### config.mk
export PLATFORM = sky130hd
export DESIGN_NAME = iob_fifo_ram_ctrl
export DESIGN_NICKNAME = d
export VERILOG_FILES = /design/src/rtl/iob_fifo_ram_ctrl.sv
export SDC_FILE = /design/constraint.sdc
export NUM_CORES = 1
export LEC_CHECK = 0
export BUFFER_PORTS_ARGS = -buffer_cell sky130_fd_sc_hd__buf_2
export CORE_MARGIN = 1
export CORE_UTILIZATION = 36
export DETAILED_ROUTE_END_ITERATION = 7
export GPL_TIMING_DRIVEN = 0
export PLACE_DENSITY = 0.94
export SLEW_MARGIN = 20
export SYNTH_ARGS = -nofsm -noshare
export SYNTH_HDL_FRONTEND = slang
export SYNTH_SLANG_ARGS = --single-unit
### constraint.sdc
create_clock -name clk -period 5.86 [get_ports clk]
set_input_delay 0 -clock clk [delete_from_list [all_inputs] [get_ports clk]]
set_output_delay 0 -clock clk [all_outputs]
set_load 0.01 [all_outputs]
### src/rtl/iob_fifo_ram_ctrl.sv
// Synchronous FIFO controller for an external 2-port byte-enable RAM with a registered read port.
// Define IOB_FIFO_ALMOST_FLAGS_EN to add the w_almost_full / r_almost_empty outputs.
module iob_fifo_ram_ctrl #(
    parameter int DATA_W = 32,
    parameter int ADDR_W = 4
) (
    input  logic                clk,
    input  logic                arst_n,
    input  logic                w_en,
    input  logic [DATA_W-1:0]   w_data,
    output logic                w_full,
    input  logic                r_en,
    output logic [DATA_W-1:0]   r_data,
    output logic                r_valid,
    output logic                r_empty,
    output logic [ADDR_W:0]     level,
    output logic [DATA_W/8-1:0] ext_mem_w_en,
    output logic [ADDR_W-1:0]   ext_mem_w_addr,
    output logic [DATA_W-1:0]   ext_mem_w_data,
    output logic                ext_mem_r_en,
    output logic [ADDR_W-1:0]   ext_mem_r_addr,
    input  logic [DATA_W-1:0]   ext_mem_r_data
`ifdef IOB_FIFO_ALMOST_FLAGS_EN
    ,
    output logic                w_almost_full,
    output logic                r_almost_empty
`endif
);

    localparam logic [ADDR_W:0] FULL_LEVEL  = {1'b1, {ADDR_W{1'b0}}};
    localparam logic [ADDR_W:0] EMPTY_LEVEL = '0;

    logic [ADDR_W-1:0] w_ptr;
    logic [ADDR_W-1:0] r_ptr;
    logic              push;
    logic              pop;

    // Flags come from the level register only, so a blocked request never sees write/read-through.
    assign w_full  = (level == FULL_LEVEL);
    assign r_empty = (level == EMPTY_LEVEL);
    assign push    = w_en & ~w_full;
    assign pop     = r_en & ~r_empty;

    assign ext_mem_w_en   = {(DATA_W/8){push}};
    assign ext_mem_w_addr = w_ptr;
    assign ext_mem_w_data = w_data;
    assign ext_mem_r_en   = pop;
    assign ext_mem_r_addr = r_ptr;

    // The RAM registers its read data, so r_valid just tracks the pop by one cycle.
    assign r_data = ext_mem_r_data;

    always_ff @(posedge clk or negedge arst_n) begin
        if (!arst_n) begin
            w_ptr <= '0;
        end else if (push) begin
            w_ptr <= w_ptr + 1'b1;
        end
    end

    always_ff @(posedge clk or negedge arst_n) begin
        if (!arst_n) begin
            r_ptr <= '0;
        end else if (pop) begin
            r_ptr <= r_ptr + 1'b1;
        end
    end

    always_ff @(posedge clk or negedge arst_n) begin
        if (!arst_n) begin
            r_valid <= 1'b0;
        end else begin
            r_valid <= pop;
        end
    end

    always_ff @(posedge clk or negedge arst_n) begin
        if (!arst_n) begin
            level <= '0;
        end else if (push && !pop) begin
            level <= level + 1'b1;
        end else if (pop && !push) begin
            level <= level - 1'b1;
        end
    end

`ifdef IOB_FIFO_ALMOST_FLAGS_EN
    localparam logic [ADDR_W:0] ALMOST_FULL_LEVEL = {1'b0, {ADDR_W{1'b1}}};
    localparam logic [ADDR_W:0] ONE_LEVEL         = {{ADDR_W{1'b0}}, 1'b1};

    assign w_almost_full  = (level >= ALMOST_FULL_LEVEL);
    assign r_almost_empty = (level <= ONE_LEVEL);
`endif

endmodule
======== Yosys cells after proc, flatten, opt, wreduce, memory -nomap -nowiden ========
Index checks and enable logic that the tools add are counted.
storage, ports and cells
  register bits after elaboration ......... 14
  bits in latches ......................... 0
  memories ................................ 0
  output and inout port bits .............. 85
  memory bits (read-only) ................. 0
  word-level logic and storage cells ...... 21
  RAM bits ................................ 0
  input port bits ......................... 68
cells by class
  bitwise gates (word level) .............. 4
  eq/ne operators ......................... 1
  divide/modulo/power cells ............... 0
  add/subtract/negate cells ............... 4
  reduce and logical (&&, ||, !) cells .... 6
  $mul .................................... 0
  shift operators ......................... 0
  order comparisons ....................... 0
  mux-type cells .......................... 2
operator list
  cell                 count
  $mux 5               2
  $add 4x1->4 const B  2
  $add 5x1->5 const B  1
  $eq 5x5->1 const B   1
  $logic_not 5->1      1
  $sub 5x1->5 const B  1
  $and 1x1->1          2
  $logic_and 1x1->1    2
  $logic_not 1->1      2
  $not 1->1            2
  $reduce_bool 2->1    1

======== Depth between registers and ports, before layout ========
  word-level depth ........................ 7
  gate-level depth with buffers ........... 8
  gate-level depth less buffers ........... 8

======== Worst setup path after synthesis ========
Ideal clock, no wire load.
  path type ............................... flip-flop to flip-flop
  from .................................... register level[1]
  to ...................................... register level[4]
  cell stages (with the launch flop) ...... 9
  period minus slack after synthesis ...... 2731 ps
  path buffers ............................ 0
  required time ........................... 5729 ps
  library setup time ...................... 131 ps
  arrival time ............................ 2600 ps
  setup slack ............................. 3129 ps
  cell sequence ........................... dfrtp_1 or4_4 o21ai_4 ha_1 inv_1 ha_1 or4_1 o211ai_1 o211ai_1
between the ends
  longest elaborated chain between the ends .. 6
  elaborated cells on any way between the ends .. 15
  classes of those cells .................. add/sub: 2; eq/ne: 1; mux: 2; bitwise: 4; reduce/logical: 6
RTL lines
  item                                                 line  text
  start, declared                                      16    output logic [ADDR_W:0] level,
  start signal, assigned                               81    level <= level + 1'b1;
  start signal, assigned                               83    level <= level - 1'b1;
  branches (longest 6 deep; another with $sub 5x1->5)  n/a
Parallel ways; which one is timed is not known. The select of a mux whose other input is x is not followed.
A chain may end at the register's enable or synchronous reset.

======== Worst setup path in the final report ========
Same ends and word-level chain as after synthesis.

==> metrics.csv <==
metric;value;unit
DR vias/cell;4.23;
GRT Total Usage;13.8;%
clock sinks;14;
power per cell area;340;nW/um^2
Pint;0.000370;W
worst clock skew;1.15;ps
CP bufs+invs;1;
worst-case hold slack;21.5;ps
WL met2;1520;um
vias in the first global route;1089;
run status;finished clean;
Die X-Extent;62.4;um
Worst path max stage delay;600;ps
First-pass DRT Iterations;4;
post-synthesis sequential area ratio;26.6;%
dpl hpwl;2430;um
Post-synth EDFFs;0;
switching share of total power;41.6;%
area delta synth->final;41.4;%
Tcrit/Tclk final;49.0;%
Max-Slew Margin vs Limit;63.1;%
vias post-DR;1179;
setup TNS;0;ps
worst slew pin tran;552;ps
max-cap viol count;0;
TritonCTS Buffers;3;
RSZ-0062 raised after global routing;false;
largest net degree at the start of global routing;15;
Slew Viols, Final;0;
Iter 0 DRT Violations;16;
leakage power;1.04;nW
ratio of cells with drive above 1 in the final layout;70.8;%
CP cell instances;or4_4 -> o21ai_4 -> ha_1 -> inv_1 -> ha_1 -> or4_1 -> o211ai_1 -> o211ai_1;
Peak VDD IR;0.100;mV
Most used DFF post-synth;dfrtp_1;
input/output buffers;88;
WL final;2740;um
Post-Synthesis Net Count;215;
logic gate share of total power;57.5;%
asr flop ratio synth;100;%
Synth Area per Inst;9.39;um^2
CP Max Fanout;7;
Routed WL per cell;9.82;um
synth warn;0;
Die H;62.4;um
I/O pins;153;
antenna violations before repair;0;
post-synth cell types;31;
Max Used Layer;met4;
GP Congestion;0.774;
delay-heaviest family, CP;simple AND/OR/NAND/NOR gates;
required time of the critical path;6020;ps
CTS H-tree depth;1;
Clk network pwr share;10.9;%
CTS tree;built;
Synth Cell Area;1320;um^2
first-pass GRT wire length;4400;um
HP Class;input port to flip-flop;
M1 WL;887;um
Core Footprint;3420;um^2
Critical Path Source Type;flip-flop;
worst skew pair latency;280;ps
n_diodes;0;
Sw Pwr;0.000264;W
Setup crit end kind;flip-flop;
nets;309;
Starting Density;38.5;%
Yosys reg bits;14;
final setup fails;0;
Worst-path clk slew;80;ps
die area;3900;um^2
f_max;348;MHz
total grt overflow;0;
critical path data arrival time;3030;ps
Critical-path top delay cell;or4_4;
Fin. Hold Viols;0;
Post-route DRC;0;
cell count after synthesis;140;
# fillers;332;
Post-CTS Resized;0;
Flop pwr share;31.6;%
DR WL met3;287;um
Period minus WS final;2870;ps
Root Driver;clkbuf_4;
critical path type;flip-flop to flip-flop;
antenna-violating nets left;0;
clock tree buffer depth;2;
# Post-CTS Setup Buffers;0;
Site Rows;21;
## power by group through the flow
| stage | combinational, W | sequential [W] | clock (W) |
|---|---|---|---|
| 6_report | 0.000364 | 0.000200 | 0.0000687 |
| 5_1_grt | 0.000409 | 0.000211 | 0.0000757 |
| 4_1_cts | 0.000371 | 0.000202 | 0.0000695 |
| 3_5_place_dp | 0.000369 | 0.000205 | 0 |
| 3_3_place_gp | 0.000356 | 0.000201 | 0 |
| 2_1_floorplan | 0.000232 | 0.000219 | 0 |
## cells in the mapped netlist, types with 2 or more instances
master     n  area (um^2)
ha_1       6         75.1
or4_1      2         15.0
nand2_1    3         11.3
o21ai_0    3         15.0
mux2_2     2         22.5
xnor2_1    5         43.8
nand3_1    3         15.0
dfrtp_1   14          350
inv_1      3         11.3
xor2_1     3         26.3
o211ai_1   3         22.5
buf_4     68          510
a21oi_1    6         30.0
nor3b_1    2         15.0
## cell type report
class	count	area [um^2]	area share, %
Inverter	3	11.3	0.606
Sequential cell	14	350	18.8
Buffer	70	518	27.9
Clock buffer	4	36.3	1.95
Multi-Input combinational cell	53	435	23.4
Tap cell	46	57.6	3.10
Timing Repair Buffer	89	450	24.2
## registers in the layout, summed over array words and instances, names as in the netlist
| signal | count |
|---|---|
| level | 5 |
| r_valid | 1 |
| ext_mem_r_addr | 4 |
| ext_mem_w_addr | 4 |
## metrics by stage
step	utilization [%]	std cells	power [W]	setup slack, ps	cell area, um^2
final	54.4	279	0.000633	2990	1860
after global routing	54.4	279	0.000696	2820	1860
after CTS	54.4	279	0.000643	2960	1860
after detailed placement	53.1	274	0.000574	2970	1810
after global placement	53.1	274	0.000557	3000	1810
after floorplan	-	140	0.000451	3130	1320
## cell families after synthesis
| family | after synthesis | synth area share [%] |
|---|---|---|
| and+or+nand+nor | 19 | 9.42 |
| DFF | 14 | 26.6 |
| AOI/OAI and AO/OA | 15 | 7.80 |
| adders and majority gates | 7 | 7.23 |
| buffers and inverters | 73 | 40.2 |
| xor gates and xnor gates | 8 | 5.33 |
| muxes | 4 | 3.33 |
## cells in the final DEF (no fill, tap or decap), drive strengths merged
cell and instances:
ha 6, mux2 3, nand3 3, o211ai 3
nor3 1, mux2i 1, fa 1, a2111o 1
or4 3, a21boi 1, nand2 3, xor2 3
buf 157, o21ai 4, dlygate4sd3 1, nand4 1
inv 3, clkbuf 5, and2 1, nor2 1
xnor2 5, or3 1, nor3b 2, a21oi 6
nor4 1, dfrtp 14, nand3b 1, and4 1
## final timing paths
kind                                                 endpoint  depth (start not counted)                     startpoint  slack (ps)
min in group asynchronous       ext_mem_w_addr[3]$_DFFE_PN0P_                          2                         arst_n         130
worst min register to register  ext_mem_w_addr[3]$_DFFE_PN0P_                          1  ext_mem_w_addr[3]$_DFFE_PN0P_         470
max in group asynchronous       ext_mem_r_addr[3]$_DFFE_PN0P_                          2                         arst_n        5500
worst max register to register           level[4]$_DFFE_PN0P_                          8           level[1]$_DFFE_PN0P_        2990
worst min-delay path                        r_valid$_DFF_PN0_                          3                           r_en          20
worst max-delay path                     level[4]$_DFFE_PN0P_                          8           level[1]$_DFFE_PN0P_        2990
## worst register-to-register path, delay by kind of cell, from the launching register on
family,cells,cell delay (ps)
buf+inv,1,140
compound gates,3,390
flops,1,450
fa+ha+maj,2,650
simple gates,2,1120
## metal layers
metal	global-route usage, %	vias to the layer above
met5	0	-
met2	28.3	80
met1	12.8	506
met4	5.52	0
met3	2.92	7
li1	-	586
## repair_timing
item | CTS | global route
endpoints found under the hold margin | 14 | 0
hold buffers | 1 | 0
setup endpoints to repair | 0 | 0
Note: power is estimated with default switching activity, not from simulation.
